$ cat src/rtl/ether_cmd_rx_if.sv
// ether_cmd_rx_if: SCL/SDA pads plus the decoded register-write outputs of the ether command responder.
interface ether_cmd_rx_if;
    logic       scl_in;
    logic       sda_in;
    logic       sda_oe_out;
    logic [7:0] reg_addr_out;
    logic [7:0] reg_data_out;
    logic       wr_valid_out;
    logic       busy_out;
    logic       frame_err_out;
    modport master (
        output scl_in, sda_in,
        input  sda_oe_out, reg_addr_out, reg_data_out, wr_valid_out, busy_out, frame_err_out
    );
    modport slave (
        input  scl_in, sda_in,
        output sda_oe_out, reg_addr_out, reg_data_out, wr_valid_out, busy_out, frame_err_out
    );
endinterface

$ cat src/rtl/ether_cmd_rx.sv
// ether_cmd_rx: I2C-style write-frame responder; decodes [ADDR+W][CMD][DATA] and strobes the pair out.
module ether_cmd_rx #(
    parameter logic [6:0] DEV_ADDR    = 7'h20,
    parameter int         SYNC_STAGES = 2,
    parameter int         GLITCH_LEN  = 3,
    parameter int         TIMEOUT_CYC = 65535
) (
    input  logic           clk_in,
    input  logic           reset_in,
    ether_cmd_rx_if.slave  bus
);
    localparam int GW = $clog2(GLITCH_LEN + 1);
    localparam int TW = $clog2(TIMEOUT_CYC + 1);
    typedef enum logic [2:0] {IDLE, ADDR, ADDR_ACK, CMD, CMD_ACK, DATA, DATA_ACK, IGNORE} state_t;
    logic [SYNC_STAGES-1:0] r_sync [2];
    logic [GW-1:0]          r_gcnt [2];
    logic [1:0]             r_filt, r_prev;
    logic [1:0]             w_raw;
    logic [TW-1:0]          r_to_cnt;
    state_t                 r_state, w_state_nxt;
    logic [2:0]             r_bit, w_bit_nxt;
    logic [7:0]             r_shift, w_shift_nxt, r_cmd, w_cmd_nxt, w_byte;
    logic                   r_ack, w_ack_nxt, w_wr_nxt, w_err_nxt;
    logic                   r_wr, r_err;
    logic [7:0]             r_reg_addr, r_reg_data;
    logic                   w_scl_rise, w_scl_fall, w_start, w_stop, w_timeout, w_byte_st, w_ack_st;
    assign w_raw = {bus.sda_in, bus.scl_in};
    // index 0 = SCL, 1 = SDA; the filtered level flips only after GLITCH_LEN disagreeing samples in a row
    always_ff @(posedge clk_in or posedge reset_in) begin
        if (reset_in) begin
            for (int i = 0; i < 2; i++) begin
                r_sync[i] <= '1;
                r_gcnt[i] <= '0;
            end
            r_filt <= '1;
            r_prev <= '1;
        end else begin
            r_prev <= r_filt;
            for (int i = 0; i < 2; i++) begin
                r_sync[i] <= {r_sync[i][SYNC_STAGES-2:0], w_raw[i]};
                if (r_sync[i][SYNC_STAGES-1] == r_filt[i]) r_gcnt[i] <= '0;
                else if (r_gcnt[i] == GW'(GLITCH_LEN - 1)) begin
                    r_filt[i] <= r_sync[i][SYNC_STAGES-1];
                    r_gcnt[i] <= '0;
                end else r_gcnt[i] <= r_gcnt[i] + 1'b1;
            end
        end
    end
    // START/STOP need SCL high on both samples, so a simultaneous SCL edge wins
    assign w_scl_rise = ~r_prev[0] & r_filt[0];
    assign w_scl_fall = r_prev[0] & ~r_filt[0];
    assign w_start    = r_prev[0] & r_filt[0] & r_prev[1] & ~r_filt[1];
    assign w_stop     = r_prev[0] & r_filt[0] & ~r_prev[1] & r_filt[1];
    assign w_timeout  = r_to_cnt == TW'(TIMEOUT_CYC);
    assign w_byte     = {r_shift[6:0], r_filt[1]};
    assign w_byte_st  = r_state inside {ADDR, CMD, DATA};
    assign w_ack_st   = r_state inside {ADDR_ACK, CMD_ACK, DATA_ACK};
    always_comb begin
        w_state_nxt = r_state;
        w_bit_nxt   = r_bit;
        w_shift_nxt = r_shift;
        w_cmd_nxt   = r_cmd;
        w_ack_nxt   = r_ack;
        w_wr_nxt    = 1'b0;
        w_err_nxt   = 1'b0;
        if (w_start) begin
            w_state_nxt = ADDR;
            w_bit_nxt   = 3'd0;
            w_ack_nxt   = 1'b0;
        end else if (w_stop) begin
            w_state_nxt = IDLE;
            w_ack_nxt   = 1'b0;
            w_err_nxt   = r_state != IDLE && r_state != IGNORE;
        end else if (w_timeout) begin
            w_state_nxt = IDLE;
            w_ack_nxt   = 1'b0;
            w_err_nxt   = 1'b1;
        end else begin
            if (w_byte_st && w_scl_rise) begin
                w_shift_nxt = w_byte;
                w_bit_nxt   = r_bit + 1'b1;
            end
            if (w_byte_st && w_scl_rise && r_bit == 3'd7) begin
                w_state_nxt = (r_state == CMD) ? CMD_ACK : (r_state == DATA) ? DATA_ACK :
                              (w_byte == {DEV_ADDR, 1'b0}) ? ADDR_ACK : IGNORE;
                w_cmd_nxt   = (r_state == CMD) ? w_byte : r_cmd;
            end
            // first SCL fall of an ACK slot pulls SDA low, the second releases it and moves on
            if (w_ack_st && w_scl_fall) begin
                w_ack_nxt = ~r_ack;
                w_wr_nxt  = r_ack && r_state == DATA_ACK;
                if (r_ack) w_state_nxt = (r_state == ADDR_ACK) ? CMD : (r_state == CMD_ACK) ? DATA : IGNORE;
            end
        end
    end
    always_ff @(posedge clk_in or posedge reset_in) begin
        if (reset_in) begin
            r_state    <= IDLE;
            r_bit      <= '0;
            r_shift    <= '0;
            r_cmd      <= '0;
            r_ack      <= 1'b0;
            r_wr       <= 1'b0;
            r_err      <= 1'b0;
            r_reg_addr <= '0;
            r_reg_data <= '0;
            r_to_cnt   <= '0;
        end else begin
            r_state  <= w_state_nxt;
            r_bit    <= w_bit_nxt;
            r_shift  <= w_shift_nxt;
            r_cmd    <= w_cmd_nxt;
            r_ack    <= w_ack_nxt;
            r_wr     <= w_wr_nxt;
            r_err    <= w_err_nxt;
            r_to_cnt <= (r_state == IDLE || w_scl_rise || w_scl_fall || w_timeout) ? '0 : r_to_cnt + 1'b1;
            if (w_wr_nxt) begin
                r_reg_addr <= r_cmd;
                r_reg_data <= r_shift;
            end
        end
    end
    assign bus.sda_oe_out    = r_ack;
    assign bus.reg_addr_out  = r_reg_addr;
    assign bus.reg_data_out  = r_reg_data;
    assign bus.wr_valid_out  = r_wr;
    assign bus.busy_out      = r_state != IDLE;
    assign bus.frame_err_out = r_err;
endmodule

$ cat src/flat_wrapper.sv
// flat-port wrapper written by rule: the top's interface ports become plain ports
module ether_cmd_rx_flat 
#(
    parameter logic [6:0] DEV_ADDR    = 7'h20,
    parameter int         SYNC_STAGES = 2,
    parameter int         GLITCH_LEN  = 3,
    parameter int         TIMEOUT_CYC = 65535
)
  (clk_in, reset_in, bus_scl_in, bus_sda_in, bus_sda_oe_out, bus_reg_addr_out, bus_reg_data_out, bus_wr_valid_out, bus_busy_out, bus_frame_err_out);
  ether_cmd_rx_if bus_i ();
  input  logic clk_in;
  input  logic reset_in;
  input wire logic [$bits(bus_i.scl_in)-1:0] bus_scl_in;
  input wire logic [$bits(bus_i.sda_in)-1:0] bus_sda_in;
  output wire logic [$bits(bus_i.sda_oe_out)-1:0] bus_sda_oe_out;
  output wire logic [$bits(bus_i.reg_addr_out)-1:0] bus_reg_addr_out;
  output wire logic [$bits(bus_i.reg_data_out)-1:0] bus_reg_data_out;
  output wire logic [$bits(bus_i.wr_valid_out)-1:0] bus_wr_valid_out;
  output wire logic [$bits(bus_i.busy_out)-1:0] bus_busy_out;
  output wire logic [$bits(bus_i.frame_err_out)-1:0] bus_frame_err_out;
  assign bus_i.scl_in = bus_scl_in;
  assign bus_i.sda_in = bus_sda_in;
  assign bus_sda_oe_out = bus_i.sda_oe_out;
  assign bus_reg_addr_out = bus_i.reg_addr_out;
  assign bus_reg_data_out = bus_i.reg_data_out;
  assign bus_wr_valid_out = bus_i.wr_valid_out;
  assign bus_busy_out = bus_i.busy_out;
  assign bus_frame_err_out = bus_i.frame_err_out;
  ether_cmd_rx #(.DEV_ADDR(DEV_ADDR), .SYNC_STAGES(SYNC_STAGES), .GLITCH_LEN(GLITCH_LEN), .TIMEOUT_CYC(TIMEOUT_CYC)) u_core (.clk_in(clk_in), .reset_in(reset_in), .bus(bus_i));
endmodule
$ cat config.mk
export PLATFORM = sky130hd
export DESIGN_NAME = ether_cmd_rx_flat
export DESIGN_NICKNAME = d
export VERILOG_FILES = /design/src/rtl/ether_cmd_rx_if.sv /design/src/rtl/ether_cmd_rx.sv /design/src/flat_wrapper.sv
export SDC_FILE = /design/constraint.sdc
export NUM_CORES = 1
export LEC_CHECK = 0
export BUFFER_PORTS_ARGS = -buffer_cell sky130_fd_sc_hd__buf_2
export CORE_ASPECT_RATIO = 0.6
export CORE_MARGIN = 8
export CORE_UTILIZATION = 50
export DETAILED_ROUTE_END_ITERATION = 10
export PLACE_DENSITY = 0.68
export SLEW_MARGIN = 20
export SYNTH_ARGS = -nofsm -noshare
export SYNTH_HDL_FRONTEND = slang
export SYNTH_SLANG_ARGS = --single-unit
$ cat constraint.sdc
create_clock -name clk_in -period 5.18 [get_ports clk_in]
set_clock_uncertainty 0.05 [all_clocks]
set_input_delay 1.036 -clock clk_in [delete_from_list [all_inputs] [get_ports clk_in]]
set_output_delay 1.036 -clock clk_in [all_outputs]
set_load 0.02 [all_outputs]
Word level (Yosys, flattened, before mapping) --
Index checks and enable logic that the tools add are counted.
Cells by class: add/subtract/negate cells 4, eq/ne operators 16, multiplexer cells 31, bitwise logic cells 17, reduce and logical (&&, ||, !) cells 19
Operators by type and width (number):
- $mux W3 | 14
- $add A16 B1 Y16 const B | 1
- $eq A16 B16 Y1 const B | 1
- $mux W16 | 1
- $eq A3 B3 Y1 const B | 4
- $mux W1 | 11
- $mux W2 | 5
- $not A1 Y1 | 10
- $reduce_bool A3 Y1 | 3
- $eq A8 B7 Y1 const B | 1
- $and A1 B1 Y1 | 7
- $eq A3 B2 Y1 const B | 2
- $logic_and A1 B1 Y1 | 5
- $reduce_and A5 Y1 | 1
- $add A2 B1 Y2 const B | 2
- $eq A2 B2 Y1 const B | 2
- $ne A2 B1 Y1 const B | 2
- $reduce_and A2 Y1 | 2
- $reduce_and A4 Y1 | 1
- $reduce_bool A4 Y1 | 1
- $add A3 B1 Y3 const B | 1
- $eq A3 B1 Y1 const B | 1
- $logic_not A3 Y1 | 1
- $logic_or A1 B1 Y1 | 3
- 4 further kinds | 5
Storage, ports and cells: flip-flop bits (word level) 69, input port bits 4, output and inout bits 20, logic and storage cells 104

Longest topological paths before layout --
Gate-level depths: netlist of the first run.
depth after elaboration 10, gate-level depth with buffers 8, gate-level depth less buffers 5

Worst setup path before layout of the first run --
OpenSTA, ideal clock, no wires.
path type register to register, start point reg u_core.r_filt[0], end point reg u_core.r_cmd[0], setup time 125 ps, data arrival time 1864 ps, required time 5005 ps, slack 3141 ps, stages on the path, launching flop included 6, buffers on the path 1, clock period less this slack 2039 ps, path through dfstp_2 buf_2 and2b_1 nand4_1 nor4b_4 mux2_2
On the way: word-level cells in the longest chain between the ends 5, elaborated cells between the ends (all ways) 11, classes of those cells 8 x bitwise; 3 x reduce/logical
Ends and longest elaborated chain:
- from (decl) | RTL line ether_cmd_rx.sv:17 | logic [1:0] r_filt, r_prev;
- from (signal, indexed assignment) | RTL line ether_cmd_rx.sv:43 | r_filt[i] <= r_sync[i][SYNC_STAGES-1];
- $and A1 B1 Y1 | RTL line ether_cmd_rx.sv:52, ether_cmd_rx.sv:53
- $and A1 B1 Y1 (on tied branches) (2 in series) | RTL line ether_cmd_rx.sv:52, ether_cmd_rx.sv:53
- $not A1 Y1 (no source line)
- $reduce_and A5 Y1 (no source line) *
- to (signal assigned) | RTL line ether_cmd_rx.sv:112 | r_cmd <= w_cmd_nxt;
- to (decl) | RTL line ether_cmd_rx.sv:22 | logic [7:0] r_shift, w_shift_nxt, r_cmd, w_cmd_nxt, w_byte;
Mark *: on every way between the ends. The rest lies on a longest branch, timed or not. A chain may end at the register's enable or synchronous reset.

Worst setup path after layout of the first run --
start point reg u_core.r_state[0], end point out bus_busy_out
On the way: word-level cells in the longest chain between the ends 1
Ends and longest elaborated chain:
- from (decl) | RTL line ether_cmd_rx.sv:20 | state_t r_state, w_state_nxt;
- from (signal assigned) | RTL line ether_cmd_rx.sv:109 | r_state <= w_state_nxt;
- $reduce_bool A3 Y1 | RTL line ether_cmd_rx.sv:127 | assign bus.busy_out = r_state != IDLE;
- to (decl) | RTL line flat_wrapper.sv:19 | output wire logic [$bits(bus_i.busy_out)-1:0] bus_busy_out;
Every way passes these cells.

==> results.toml, run 1 <==
[run_status]
status = "completed"

[synth]
synth.area.top_cells = "dfrtp_1, mux2_2, dfstp_2"
async_flop_share = 1.00
synth_xor_area_frac = 0.0547
synth.net_count = 243
yosys_warnings = 0
synth_top_family_by_area = "simple AND/OR/NAND/NOR gates"
ys_types = 43
synth_flop_cell = "dfrtp_1"
synth_top_cell_by_area = "dfrtp_1"
synth.most_common_cell = "dfrtp_1"
syn_inst = 236
synth_compound_area_frac = 0.0267
synth_top_cell_area_share = 0.501
synth_area_um2 = 3040
ys_seq_elements = 69
synthTopCellsByCount = "dfrtp_1, mux2_2, nor2_1"
synth_mux_area_frac = 0.147
ys_seq_area_frac = 0.570
synth-simple-area-share = 0.162
synth_fa_ha_area_frac = 0.0123
post_synth.cell_area_avg_um2 = 12.9
synth_edf_count = 0

[worst_setup_path]
worst-path-max-fanout = 11
crit_family = "flip-flops"
critical_path.max_stage_delay_ps = 490
crit_type = "register to primary output"
crit_chain = "or3_1 > buf_2"
crit_slowest_cell = "dfrtp_1"
cp-end-kind = "primary output"
required_ps = 4090
start_kind = "register"
cp.arrival_ps = 1490
path_buf_inv = 1

[grt]
grt_pass1_wl_um = 9230
globalRoute.totalOverflow = 0
grt_pass1_vias = 1835
grt.total_usage = 0.134
antenna_found_initial = 0
grt_max_degree = 40

[finish]
nFillCells = 525
regArea_um2 = 1740
post_layout_nonfiller_instances = 351
antennaDiodeCount = 0
layout.nets = 269
drive_gt1_frac = 0.341
multiInputGateArea_um2 = 1230
layout-area-overhead-vs-synth_pct = 12.9

[timing]
grt_setup_unrepaired = "no"
fin_tns_setup_ps = 0
setup_viol = 0
slew_violations = 0
worst_slew_pin_slew_ps = 797
fmax_mhz = 388
relSlewSlack = 0.468
timing.final.crit_share = 0.497
fin_crit_ps = 2580
hold_viol = 0

[pwr]
cellLeakagePower_nw = 1.60
vdd_ir_drop_max_mv = 0.226
powerDensity_nw_per_um2 = 425

[placed_design]
dp_cells = 335
place_hpwl_um = 3580
gp_congestion = 0.820
numPortBuffers = 23

[drt]
postRouteAntennaNets = 0
post_drt_wl_per_cell_um = 15.1
routed_wl_um = 5300
drc_errors = 0
first_pass_iters = 4
via_per_inst = 5.11
route.vias.total = 1795
first_iter_violations = 82

[clock_tree]
htree_levels = 3
cts_setup_buffers = 0
clock_path_buffers = 2
cts.sinks = 69
hold_buffers = 0
clock_latency_ps = 360
cts_tree = "done"
clk_pin_slew_ps = 70
cts_resized = 0
cts_buffers = 9
cts_root_buf = "clkbuf_8"

[floorplanning]
start_util = 0.507
fp.dieArea_um2 = 8920
fp.coreArea_um2 = 6000
die_h_um = 76.4
ios = 24
die_w_um = 117
placementRows = 22

[worst_hold_path]
min_path_type = "register to register"

[flow_run]
cap_viol_max_count = 0
[cell usage in the layout, fill, tap and decap left out, drive strengths merged, types with 3 or more instances in the layout]
master,instances
dfrtp,61
mux2,34
nor2,25
buf,25
nand2,12
xnor2,11
clkbuf,11
nand3,9
xor2,8
dfstp,8
nor4,7
inv,7
nand4,7
nor3,4
nor2b,3
mux2i,3
ha,3
nor4b,3
[sequential cells by signal, indices dropped and copies added, names as in the netlist]
register	cells
u_core.r_cmd	8
u_core.r_filt	2
u_core.r_bit	3
u_core.r_to_cnt	16
u_core.r_gcnt	4
u_core.r_sync	4
u_core.r_state	3
u_core.bus.wr_valid_out	1
u_core.r_shift	8
u_core.bus.reg_addr_out	8
u_core.bus.sda_oe_out	1
u_core.bus.frame_err_out	1
u_core.bus.reg_data_out	8
u_core.r_prev	2
[report_power, final]
| part | switching, mW | leakage (nW) | internal (mW) |
|---|---|---|---|
| Combinational | 0.139 | 0.582 | 0.117 |
| Clock | 0.202 | 0.100 | 0.273 |
| Sequential | 0.101 | 0.920 | 0.629 |
[per-layer routing]
layer	track usage	part of all wire
met4	0.0648	0.018
met2	0.182	0.45
met3	0.0554	0.048
met5	0	0
met1	0.178	0.48
[area by class of cell]
cell class	count	share of cell area
timing repair buffer	25	0.0379
sequential	69	0.505
clock buffer	11	0.0382
tap	84	0.0306
multi-input combinational	151	0.357
clock inverter	5	0.0244
inverter	6	0.00655
[per-stage QoR]
| stage | setup WS (ps) | power, mW | area (um^2) | hold WS (ps) | util |
|---|---|---|---|---|---|
| finish | 2600 | 1.46 | 3440 | 308 | 0.573 |
| global route | 2560 | 1.54 | 3440 | 317 | 0.573 |
| floorplan | 2370 | 0.940 | 3040 | 295 | - |
| global placement | 2920 | 0.989 | 3220 | 297 | 0.537 |
| detailed placement | 2870 | 1.00 | 3220 | 297 | 0.537 |
| CTS | 2590 | 1.48 | 3440 | 308 | 0.573 |
[path summary, 6_finish.rpt]
| path | slack [ps] | from | cells after the start | end |
|---|---|---|---|---|
| max | 2600 | u_core.r_state[0] | 2 | bus_busy_out |
| min | 310 | u_core.r_sync[0] | 0 | u_core.r_sync[1] |
| max reg2reg | 2840 | u_core.r_filt[0] | 4 | u_core.r_cmd[3] |
| min reg2reg | 310 | u_core.r_sync[0] | 0 | u_core.r_sync[1] |
| max in group asynchronous | 3370 | reset_in | 3 | u_core.r_filt[0] |
| min in group asynchronous | 780 | reset_in | 2 | u_core.r_to_cnt[13] |
[cells by family after synthesis]
family          count (synthesis)
compound gates                 12
fa+ha+maj                       3
flops                          69
xor+xnor                       19
simple gates                   80
buf+inv                        16
mux                            37
(Power assumes the default switching activity.)
==> inputs of run 2 (changes only) <==
PLACE_DENSITY = 0.71   (was 0.68)
clock period = 2.1 ns   (was 5.18 ns; I/O delays follow)
==> results.toml, run 2 (same netlist as run 1, synthesis figures left out) <==
[timing]
grt_setup_unrepaired = "no"
slew_violations = 0
setup_viol = 0
fin_crit_ps = 2020
worst_slew_pin_slew_ps = 473
timing.final.crit_share = 0.961
relSlewSlack = 0.685
fin_tns_setup_ps = 0
hold_viol = 0
fmax_mhz = 496

[drt]
postRouteAntennaNets = 0
post_drt_wl_per_cell_um = 15.7
routed_wl_um = 5740
route.vias.total = 1887
first_pass_iters = 4
first_iter_violations = 73
drc_errors = 0
via_per_inst = 5.17

[clock_tree]
htree_levels = 3
cts_root_buf = "clkbuf_8"
cts.sinks = 69
clock_latency_ps = 360
clock_path_buffers = 2
cts_tree = "done"
clk_pin_slew_ps = 80
cts_buffers = 9

[run_status]
status = "completed"

[floorplanning]
die_h_um = 76.4
start_util = 0.507
ios = 24
fp.dieArea_um2 = 8920
die_w_um = 117
fp.coreArea_um2 = 6000
placementRows = 22

[pwr]
cellLeakagePower_nw = 1.67
vdd_ir_drop_max_mv = 0.557
p_total_mw = 3.63
powerDensity_nw_per_um2 = 1010

[finish]
post_layout_nonfiller_instances = 365
layout-area-overhead-vs-synth_pct = 17.7
final_cell_mix = "dfrtp_1, mux2_2, nor2_1, buf_2"
antennaDiodeCount = 0
largest_reg_flops = 16
final_cell_area_um2 = 3580
regMostFlops = "u_core.r_to_cnt"
layout_commonest_cell = "dfrtp_1"
layout.nets = 283
drive_gt1_frac = 0.381

[grt]
grt.total_usage = 0.142
grt_max_degree = 24
grt_pass1_vias = 2014
antenna_found_initial = 0
globalRoute.totalOverflow = 0
grt_pass1_wl_um = 9700

[worst_setup_path]
cp-end-kind = "register"
cp.arrival_ps = 2210
crit_type = "register to register"
start_kind = "register"
required_ps = 2300
worst-path-max-fanout = 9

[placed_design]
gp_congestion = 0.876
placed_cell_area_um2 = 3330
place_hpwl_um = 3920
numPortBuffers = 23
dp_cells = 346

[worst_hold_path]
min_path_type = "input pin to register"

[flow_run]
cap_viol_max_count = 0
run 2: path summary, 6_finish.rpt:
kind                       slack [ps]          startpoint                         end  cells after the start
max                                80  u_core.r_to_cnt[1]  u_core.bus.reg_data_out[6]                      8
min                               100          bus_sda_in            u_core.r_sync[0]                      1
max reg2reg                        80  u_core.r_to_cnt[1]  u_core.bus.reg_data_out[6]                      8
min reg2reg                       310    u_core.r_sync[2]            u_core.r_sync[3]                      0
max in group asynchronous         850            reset_in  u_core.bus.reg_addr_out[7]                      4
min in group asynchronous         540            reset_in             u_core.r_bit[1]                      3
run 2: repair_timing:
item / CTS / global route
setup buffers: 0 / 1
hold buffers: 1 / 0
setup endpoints to repair: 0 / 8
hold endpoints to repair: 8 / 0
resized for setup: 0 / 3
run 2: per-stage QoR:
stage                     worst slack (ps)  hold WS [ps]   util
after detailed placement              97.7           298  0.555
final                                 82.8          99.6  0.597
after global routing                  2.79          79.6  0.597
after global placement                 129           296  0.555
after floorplan                       61.4           295      -
after CTS                             63.9          80.6  0.590
run 2: layout make-up:
| class | instances | area, um^2 |
|---|---|---|
| multi-input cells | 151 | 1230 |
| repair buffers | 39 | 280 |
| well taps | 84 | 105 |
| inverters | 6 | 26.3 |
| clock inverters | 4 | 55.1 |
| flip-flops and latches | 69 | 1740 |
| clock buffers | 12 | 145 |
| fillers | 507 | 2420 |
run 2: routing by layer:
layer | vias up | global-route usage | share of wire
li1 | 908 | - | -
met1 | 927 | 0.188 | 0.52
met2 | 41 | 0.195 | 0.40
met3 | 11 | 0.0665 | 0.057
met4 | 0 | 0.0572 | 0.018
met5 | - | 0 | 0
run 2: power by group:
part	switching [mW]	internal, mW	total (mW)
logic	0.407	0.347	0.754
clock network	0.508	0.588	1.10
registers	0.227	1.55	1.78
run 2: worst max-delay path, stage by stage (launching register included):
cell     delay, ps
dfrtp_2        450
ha_2           200
nand3_2         80
nor4_4          40
buf_4          170
nor4b_4        260
buf_4          180
buf_12         140
mux2_2         330
==> inputs of run 3 (changes only) <==
PLACE_DENSITY = 0.68   (was 0.71)
clock period = 2.48 ns   (was 2.1 ns; I/O delays follow)
==> results.toml, run 3 (same netlist as run 1, synthesis figures left out) <==
[drt]
route.vias.total = 1820
post_drt_wl_per_cell_um = 15.1
postRouteAntennaNets = 0
drc_errors = 0
via_per_inst = 5.11
routed_wl_um = 5390
first_iter_violations = 114
first_pass_iters = 4

[finish]
drive_gt1_frac = 0.353
post_layout_nonfiller_instances = 356
utilization = 0.585
antennaDiodeCount = 0
final_cell_mix = "dfrtp_1, mux2_2, nor2_1, buf_2, nand2_1"
layout.nets = 274
regMostFlops = "u_core.r_to_cnt"
largest_reg_flops = 16
layout_commonest_cell = "dfrtp_1"
layout-area-overhead-vs-synth_pct = 15.3
final_cell_area_um2 = 3510

[grt]
antenna_found_initial = 0
grt.total_usage = 0.138
grt_pass1_wl_um = 9620
grt_max_degree = 26
grt_pass1_vias = 1895
globalRoute.totalOverflow = 0

[timing]
fin_crit_ps = 2210
fin_tns_setup_ps = 0
grt_setup_unrepaired = "no"
hold_slack_ps = 134
relSlewSlack = 0.567
timing.final.crit_share = 0.892
slew_violations = 0
fmax_mhz = 452
setup_viol = 0
hold_viol = 0
worst_slew_pin_slew_ps = 649

[floorplanning]
ios = 24
fp.coreArea_um2 = 6000
fp.dieArea_um2 = 8920
start_util = 0.507
die_w_um = 117
placementRows = 22
die_h_um = 76.4

[clock_tree]
clock_latency_ps = 340
cts_resized = 0
cts_tree = "done"
cts_root_buf = "clkbuf_8"
htree_levels = 3
hold_buffers = 0
clock_path_buffers = 2
cts_buffers = 9
cts_setup_buffers = 0
clk_pin_slew_ps = 70
cts.sinks = 69

[pwr]
clkPwrFrac = 0.345
internal_power_mw = 2.24
powerDensity_nw_per_um2 = 906
switching_power_uw = 936
pwr-share-seq = 0.477
switching_share = 0.295
comb_power_share = 0.178
vdd_ir_drop_max_mv = 0.434
cellLeakagePower_nw = 1.65

[worst_setup_path]
cp.arrival_ps = 2390
crit_type = "register to register"
required_ps = 2660
cp-end-kind = "register"
worst-path-max-fanout = 9
start_kind = "register"

[placed_design]
gp_congestion = 0.797
numPortBuffers = 23
dp_cells = 340
place_hpwl_um = 3680
placed_cell_area_um2 = 3270

[flow_run]
cap_viol_max_count = 0

[worst_hold_path]
min_path_type = "input pin to asynchronous set/reset pin"

[run_status]
status = "completed"
run 3: per-layer routing:
layer / global-route usage / wire, um
met3: 0.0562 / 257
met4: 0.0496 / 68
met1: 0.194 / 2770
met5: 0 / 0
met2: 0.183 / 2290
run 3: path summary, 6_finish.rpt:
path	slack (ps)	cells past startpoint	end	start
max	270	4	u_core.r_cmd[4]	u_core.r_filt[0]
min	130	2	u_core.bus.sda_oe_out	reset_in
min reg2reg	310	0	u_core.r_sync[1]	u_core.r_sync[0]
max in group asynchronous	1660	3	u_core.r_filt[0]	reset_in
min in group clk_in	190	1	u_core.r_sync[0]	bus_sda_in
max reg2reg	270	4	u_core.r_cmd[4]	u_core.r_filt[0]
run 3: area by class of cell:
| class | instances | area, um^2 |
|---|---|---|
| Clock buffer | 11 | 131 |
| Fill cell | 515 | 2490 |
| Inverter | 6 | 22.5 |
| Multi-Input combinational cell | 151 | 1230 |
| Timing Repair Buffer | 30 | 180 |
| Clock inverter | 5 | 108 |
| Sequential cell | 69 | 1740 |
| Tap cell | 84 | 105 |
run 3: critical path, stage by stage, from the launching register on:
cell     delay (ps)
dfstp_2         610
and2b_1         200
nand4_1         240
nor4b_4         590
mux2_2          410
run 3: stage by stage:
stage	total power, mW	setup slack [ps]
after CTS	3.21	260
after floorplan	1.96	207
after detailed placement	2.10	268
after global placement	2.08	345
after global routing	3.37	129
final	3.18	268
run 3: power groups by stage:
stage          logic [mW]  clock network (mW)  registers, mW
2_1_floorplan       0.526                   0           1.44
3_3_place_gp        0.558                   0           1.52
3_5_place_dp        0.565                   0           1.53
4_1_cts             0.572                1.12           1.52
5_1_grt             0.640                1.17           1.55
6_report            0.566                1.10           1.52
